==> src/rtl/fsm_control_pkg.sv <==
// Shared transaction-layer definitions: one-hot state encodings and the
// FIFO threshold defaults applied at reset.
package fsm_control_pkg;

  typedef enum logic [4:0] {
    ST_RESET  = 5'b00001,
    ST_INIT   = 5'b00010,
    ST_IDLE   = 5'b00100,
    ST_ACTIVE = 5'b01000,
    ST_ERROR  = 5'b10000
  } state_t;

  localparam int NUM_FIFOS_DEF = 5;
  localparam int TH_WIDTH_DEF  = 3;
  localparam int TH_HI_RST_DEF = 6;
  localparam int TH_LO_RST_DEF = 1;

endpackage

==> src/rtl/fsm_control_umbrales_reg.sv <==
// Threshold capture register: holds the almost-full/almost-empty thresholds,
// reloads them from the inputs whenever load is high, returns to defaults on reset.
module umbrales_reg #(
  parameter int TH_WIDTH  = 3,
  parameter int TH_HI_RST = 6,
  parameter int TH_LO_RST = 1
) (
  input  logic                clk,
  input  logic                rst_l,
  input  logic                load,
  input  logic [TH_WIDTH-1:0] hi_in,
  input  logic [TH_WIDTH-1:0] lo_in,
  output logic [TH_WIDTH-1:0] hi,
  output logic [TH_WIDTH-1:0] lo
);

  // Capture thresholds while loading; otherwise hold the last captured pair.
  always_ff @(posedge clk or negedge rst_l) begin
    if (!rst_l) begin
      hi <= TH_WIDTH'(TH_HI_RST);
      lo <= TH_WIDTH'(TH_LO_RST);
    end else if (load) begin
      hi <= hi_in;
      lo <= lo_in;
    end
  end

endmodule

==> src/rtl/fsm_control.sv <==
// Main control FSM of the transaction layer: RESET -> INIT -> IDLE/ACTIVE,
// with a sticky ERROR state left only through reset.
module fsm_control
  import fsm_control_pkg::*;
#(
  parameter int NUM_FIFOS = NUM_FIFOS_DEF,
  parameter int TH_WIDTH  = TH_WIDTH_DEF,
  parameter int TH_HI_RST = TH_HI_RST_DEF,
  parameter int TH_LO_RST = TH_LO_RST_DEF
) (
  input  logic                 clk,
  input  logic                 rst_l,
  input  logic                 init,
  input  logic [TH_WIDTH-1:0]  th_hi_in,
  input  logic [TH_WIDTH-1:0]  th_lo_in,
  input  logic [NUM_FIFOS-1:0] fifo_empty,
  input  logic [NUM_FIFOS-1:0] fifo_error,
  output logic [TH_WIDTH-1:0]  th_hi,
  output logic [TH_WIDTH-1:0]  th_lo,
  output logic                 idle,
  output logic                 active,
  output logic                 error_out,
  output logic [NUM_FIFOS-1:0] error_src,
  output logic [4:0]           state
);

  state_t                 state_q, state_d;
  logic [NUM_FIFOS-1:0]   error_src_q, error_src_d;

  // State and error-source registers; reset returns to RESET with no recorded error.
  always_ff @(posedge clk or negedge rst_l) begin
    if (!rst_l) begin
      state_q     <= ST_RESET;
      error_src_q <= '0;
    end else begin
      state_q     <= state_d;
      error_src_q <= error_src_d;
    end
  end

  // Next-state logic; errors beat init, init beats data-driven IDLE/ACTIVE moves.
  always_comb begin
    state_d     = state_q;
    error_src_d = error_src_q;
    case (state_q)
      ST_RESET: state_d = ST_INIT;
      ST_INIT: begin
        // fifo_error is deliberately not looked at here: pulses during INIT are dropped.
        if (!init) begin
          if (th_lo_in >= th_hi_in) begin
            state_d     = ST_ERROR;
            error_src_d = '0;
          end else if (&fifo_empty) begin
            state_d = ST_IDLE;
          end else begin
            state_d = ST_ACTIVE;
          end
        end
      end
      ST_IDLE: begin
        if (|fifo_error) begin
          state_d     = ST_ERROR;
          error_src_d = fifo_error;
        end else if (init) begin
          state_d = ST_INIT;
        end else if (!(&fifo_empty)) begin
          state_d = ST_ACTIVE;
        end
      end
      ST_ACTIVE: begin
        if (|fifo_error) begin
          state_d     = ST_ERROR;
          error_src_d = fifo_error;
        end else if (init) begin
          state_d = ST_INIT;
        end else if (&fifo_empty) begin
          state_d = ST_IDLE;
        end
      end
      ST_ERROR: state_d = ST_ERROR;
      // Any corrupted, non-one-hot encoding recovers through RESET.
      default:  state_d = ST_RESET;
    endcase
  end

  umbrales_reg #(
    .TH_WIDTH  (TH_WIDTH),
    .TH_HI_RST (TH_HI_RST),
    .TH_LO_RST (TH_LO_RST)
  ) u_umbrales (
    .clk   (clk),
    .rst_l (rst_l),
    .load  (state_q == ST_INIT),
    .hi_in (th_hi_in),
    .lo_in (th_lo_in),
    .hi    (th_hi),
    .lo    (th_lo)
  );

  assign state     = state_q;
  assign idle      = (state_q == ST_IDLE);
  assign active    = (state_q == ST_ACTIVE);
  assign error_out = (state_q == ST_ERROR);
  assign error_src = error_src_q;

endmodule

==> config.mk <==
export PLATFORM = sky130hd
export DESIGN_NAME = fsm_control
export DESIGN_NICKNAME = d
export VERILOG_FILES = /design/src/rtl/fsm_control_pkg.sv /design/src/rtl/fsm_control_umbrales_reg.sv /design/src/rtl/fsm_control.sv
export SDC_FILE = /design/constraint.sdc
export NUM_CORES = 1
export LEC_CHECK = 0
export ABC_AREA = 1
export CORE_MARGIN = 2
export CORE_UTILIZATION = 40
export CTS_BUF_LIST = sky130_fd_sc_hd__clkbuf_4 sky130_fd_sc_hd__clkbuf_8
export CTS_CLUSTER_DIAMETER = 120
export DETAILED_ROUTE_END_ITERATION = 16
export DONT_BUFFER_PORTS = 1
export PLACE_DENSITY_LB_ADDON = 0.15
export RECOVER_POWER = 50
export SLEW_MARGIN = 20
export SYNTH_ARGS = -nofsm -noshare
export SYNTH_HDL_FRONTEND = slang
export SYNTH_SLANG_ARGS = --single-unit
==> constraint.sdc <==
create_clock -name clk -period 2.7 [get_ports clk]
set_input_delay 0.405 -clock clk [delete_from_list [all_inputs] [get_ports clk]]
set_output_delay 0.405 -clock clk [all_outputs]
set_load 0.05 [all_outputs]
==> run metrics, run 1 <==
Final Max Tran Viols 0; FMAX 457 MHz; CTS clk-pin slew, worst paths 0.09 ns; EDFF count, synth 0; Synth Area in Adders about 3.7%; HP Class input pin to register; WHS Path Cells 2; Initial Utilization 41.8%; Detailed Place HPWL about 1700 um; Root Buffer Master clkbuf_4; DR iter-0 viols 11; status completed; H-Tree Level Count 1; XOR/XNOR share of the synthesized area 0%; leakage 0.583 nW; Final setup viols 0; worst-margin pin slew around 0.74 ns; P per Cell Area 1220 nW/um^2; Post-route DRC 0; Skew-Pair Late Insertion Delay 0.28 ns; Reg2Reg Depth 7; Max FO, Critical Path 4; pin count of the biggest net entering global routing 17; main combinational cell family by area after synthesis simple AND/OR/NAND/NOR gates; top-count cell post-synth nand2_1; Die H ~54 um; cell count after synthesis 131; Synth warnings 0; std cell rows 18; first drt pass iteration count 4; CP Class register to output pin; Final Cycle Share 81.1%; mux cell area share after synthesis 0%; crit start category register; DR WL/cell 12.7 um; RSZ-0062 raised after global routing no; CTS resizes 0; TritonCTS clock tree done; Pwr Total 1.32 mW; simple-gate share of the synthesized area 45.4%; post-route ant nets 0; Worst slew margin between 50 and 60%; vias in the first global route 746; leading area contributor after synthesis dfrtp_1; Post-Syn Area about 1000 sq um; Core ar. 2430 sq um; minimum clock period 2.19 ns; Worst EP required 2.30 ns; Die Width approximately 54 um; critical path arrival roughly 1.8 ns; dominant cells by area after synthesis dfrtp_1 30%, nand2_1 19%, dfstp_2 10%; Yosys reg bits 16; Total GRT Usage 15.7%; Synth Area in Compound Gates 3.57%; Cell variety after synth 21; grt ovf 0; PortBufs 0; Avg Synthesized Cell Area 7.76 sq um; asr flop ratio synth 100%; top cell type's share of synthesized area between 20% and 30%; Clock Tree Buf Depth 2; Synth Net Count 153; Antenna diodes 0; Routability Congestion between 0.7 and 0.8; sequential share of the synthesized area 39.9%; layout cells sized above 1 17.8%; CP endpoint kind output pin; area of the multi-input gates 536 sq um; Area Growth Syn to Fin 6.53%; via count 825; antenna violations before repair 0; Vias/cell 5.00; storage element area just over 400 sq um; Worst Clk Skew roughly 0.0033 ns; MaxCap Viol Count 0; Ports 38; setup tns final 0 ns; DIE AREA between 2000 and 3000 sq um; Fin. Hold Viols 0; VDD IR max 0.000472 V; clock sink count 16; first-pass GRT wire length 3280 um; Fillers 262; Nets 158; Most used DFF post-synth dfrtp_1; Post-synth top cells 51 x nand2_1, 15 x inv_1, 12 x dfrtp_1, 11 x nor2_1, 8 x nand3_1; Hold Slack 0.232 ns; TritonCTS Buffers 3; Total Wirelength 2100 um
==> final timing paths <==
kind / from / end / slack [ns]
setup / recovery: state[2] / active / 0.51
hold / removal: th_lo_in[1] / u_umbrales.lo[1] / 0.23
setup reg to reg: state[2] / state[2] / 0.81
hold reg to reg: u_umbrales.hi[1] / u_umbrales.hi[1] / 0.63
max in group asynchronous: rst_l / u_umbrales.hi[0] / 1.62
min in group asynchronous: rst_l / state[1] / 0.62
==> cell families after synthesis <==
| logic type | Yosys count |
|---|---|
| flip-flops | 16 |
| AND/OR/NAND/NOR | 87 |
| buffers and inverters | 18 |
| adder cells (fa/ha/maj) | 3 |
| AO/OA/AOI/OAI | 7 |
==> power breakdown <==
part	switching, mW	leakage [nW]	internal [mW]
Clock	0.0721	0.0184	0.0674
Sequential	0.449	0.201	0.361
Combinational	0.245	0.364	0.122
==> sequential cells by signal, summed over array words and instances (netlist names) <==
signal and count:
u_umbrales.hi 3, state 5, error_src 5, u_umbrales.lo 3
==> critical path: stages, from the launching register on <==
cell and delay [ns]:
dfrtp_1 0.63, nor2_1 0.33, nand3_4 0.15, inv_1 0.40
==> layer usage <==
| metal | up-vias | wire, um | GRT usage (%) |
|---|---|---|---|
| li1 | 420 | - | - |
| met1 | 378 | 947 | 20.6 |
| met2 | 25 | 1000 | 24.1 |
| met3 | 2 | 133 | 3.55 |
| met4 | 0 | 19 | 7.50 |
| met5 | - | 0 | 0 |
==> stage by stage <==
step | cells | utilization [%] | cell area (sq um) | worst slack [ns]
CTS | 165 | 44.5 | 1080 | 0.484
detailed placement | 160 | 42.8 | 1040 | 0.810
global placement | 160 | 42.8 | 1040 | 0.859
finish | 165 | 44.5 | 1080 | 0.510
global route | 165 | 44.5 | 1080 | 0.411
floorplan | 131 | - | 1020 | 0.910
==> cell usage in the layout (no fill, tap or decap), drive strengths merged <==
| cell type | instances |
|---|---|
| nand2 | 53 |
| o21ai | 3 |
| inv | 17 |
| dlygate4sd3 | 1 |
| dfrtp | 12 |
| nand3 | 12 |
| clkbuf | 4 |
| dfstp | 4 |
| a31oi | 1 |
| nand4 | 3 |
| a21oi | 3 |
| nor3 | 1 |
| ha | 3 |
| nor2 | 18 |
==> final cells by class <==
class	count	area share (%)
multi-input combinational	97	49.5
sequential	16	37.5
inverter	17	5.90
tap	30	3.47
clock buffer	4	2.77
timing repair buffer	1	0.925
==> repair_timing <==
action | 4_1_cts | 5_1_grt
setup buffers | 0 | 0
endpoints found under the hold margin | 16 | 0
hold buffers | 1 | 0
(Power assumes the default switching activity.)
==> run 2, diff against run 1 <==
==> constraint.sdc (replaced) <==
create_clock -name clk -period 2.1 [get_ports clk]
set_input_delay 0.315 -clock clk [delete_from_list [all_inputs] [get_ports clk]]
set_output_delay 0.315 -clock clk [all_outputs]
set_load 0.05 [all_outputs]
==> run metrics, run 2 (synthesized netlist as in run 1, its figures left out) <==
std cell rows 18 (unchanged); Nets 163 (was 158); Total Wirelength 2150 um (was 2100 um); Post-route DRC 0 (unchanged); Post-CTS Setup Repair Bufs 0 (unchanged); FMAX 548 MHz; Worst slew margin 50.8% (was 50.7%); Top delay family on crit path flip-flops (unchanged); antenna violations before repair 0 (unchanged); CP Class register to output pin (unchanged); Worst Clk Skew 0.00179 ns (was 0.00334 ns); Area Growth Syn to Fin 9.85% (was 6.53%); pin count of the biggest net entering global routing 17 (unchanged); Core ar. 2430 sq um (unchanged); Ports 38 (unchanged); CTS resizes 0 (unchanged); CP cell instances nor2_1, nand3_4, inv_1 (unchanged); crit start category register (unchanged); minimum clock period 1.83 ns; Critical-path top delay cell dfrtp_1 (unchanged); P per Cell Area 1560 nW/um^2 (was 1220 nW/um^2); CP max stage delay 0.45 ns (was 0.63 ns); vias in the first global route 785 (was 746); Final Max Tran Viols 0 (unchanged); Total GRT Usage 16.2% (was 15.7%); Die Width 54.4 um (unchanged); Vias/cell 4.97 (was 5.00); Hold Slack 0.132 ns (was 0.232 ns); Detailed Place HPWL 1730 um (was 1670 um); via count 845 (was 825); setup tns final 0 ns (unchanged); Max FO, Critical Path 4 (unchanged); MaxCap Viol Count 0 (unchanged); TritonCTS clock tree done (unchanged); Fin. Hold Viols 0 (unchanged); worst-margin pin slew 0.736 ns (was 0.737 ns); Clock Tree Buf Depth 2 (unchanged); RSZ-0062 raised after global routing no (unchanged); DIE AREA 2960 sq um (unchanged); Final setup viols 0 (unchanged); Initial Utilization 41.8% (unchanged); CTS clk-pin slew, worst paths 0.09 ns (about the same); Final Cycle Share 86.9%; PortBufs 0 (unchanged); Antenna diodes 0 (unchanged); CP endpoint kind output pin (unchanged); clock sink count 16 (unchanged); VDD IR max 0.000761 V (was 0.000472 V); Crit path buffers/inverters 1 (unchanged); post-route ant nets 0 (unchanged); HP Class input pin to register (unchanged); leakage 0.605 nW (was 0.583 nW); H-Tree Level Count 1 (unchanged); Routability Congestion 0.799 (was 0.747); first-pass GRT wire length 3330 um (was 3280 um); most frequent cells in the layout 51 x nand2_1, 15 x inv_1, 12 x dfrtp_1 (unchanged); TritonCTS Buffers 3 (unchanged); most common cell after layout, fill and taps aside nand2_1 (unchanged); critical path arrival 1.51 ns (was 1.79 ns); first drt pass iteration count 4 (unchanged); DR WL/cell 12.7 um (about the same); Die H 54.4 um (unchanged); Worst EP required 1.78 ns (was 2.30 ns); status completed (unchanged); layout cells sized above 1 20.7% (was 17.8%); Root Buffer Master clkbuf_4 (unchanged); grt ovf 0 (unchanged); DR iter-0 viols 17 (was 11); Skew-Pair Late Insertion Delay 0.29 ns (was 0.28 ns)
## run 2: cell types whose count changed in the layout (fill, tap and decap cells not counted), sizes merged
cell / previous run / this run
buf: 0 / 4
clkbuf: 4 / 5
## run 2: worst reg2reg max path, stage by stage (launching register included)
cell     delay, ns
dfrtp_1       0.45
nor2_1        0.24
nand3_4       0.14
inv_1         0.39
nand2_1       0.10
nand2_1       0.08
nand3_1       0.07
nand2_1       0.06
## run 2: final timing paths
| check | startpoint | end | slack, ns | depth (start not counted) |
|---|---|---|---|---|
| worst max-delay path | state[2] | active | 0.27 | 3 |
| worst min-delay path | th_hi_in[0] | u_umbrales.hi[0] | 0.13 | 2 |
| worst max register to register | state[2] | state[2] | 0.51 | 7 |
| worst min register to register | u_umbrales.hi[2] | u_umbrales.hi[2] | 0.63 | 2 |
| max in group asynchronous | rst_l | u_umbrales.hi[0] | 1.12 | 1 |
| min in group asynchronous | rst_l | state[1] | 0.52 | 1 |
## run 2: final cells by class
cell class,instances,area (sq um)
sequential,16,405
multi-input combinational,97,536
timing repair buffer,6,43.8
fill,261,1320
inverter,17,63.8
tap,30,37.5
clock buffer,4,30.0
## run 2: per-layer routing
metal  vias up  wire length [um]  part of all wire, %  GRT usage (%)
met5         -                 0                    0              0
met4         0                55                  2.6           9.58
met3         5               113                  5.2           3.28
met2        25               973                   45           23.5
met1       388              1010                   47           22.0
li1        427                 -                    -              -
## run 2: report_power, final
group	leakage (nW)	switching (mW)	total [mW]	internal, mW
Clock	0.0184	0.100	0.187	0.0869
Sequential	0.201	0.452	0.920	0.468
Combinational	0.385	0.447	0.636	0.189
## run 2: timing repair
item	in CTS	in global routing
endpoints found under the hold margin	16	0
endpoints found under the setup margin	0	0
hold buffers	1	0
## run 2: through the flow
stage | area, sq um | worst slack, ns | utilization, % | std cells | total power, mW
3_5_place_dp | 1080 | 0.537 | 44.4 | 165 | 1.58
3_3_place_gp | 1080 | 0.565 | 44.4 | 165 | 1.55
4_1_cts | 1120 | 0.263 | 46.0 | 170 | 1.78
6_report | 1120 | 0.275 | 45.9 | 170 | 1.74
2_1_floorplan | 1020 | 0.365 | - | 131 | 1.44
5_1_grt | 1120 | 0.198 | 45.9 | 170 | 1.86
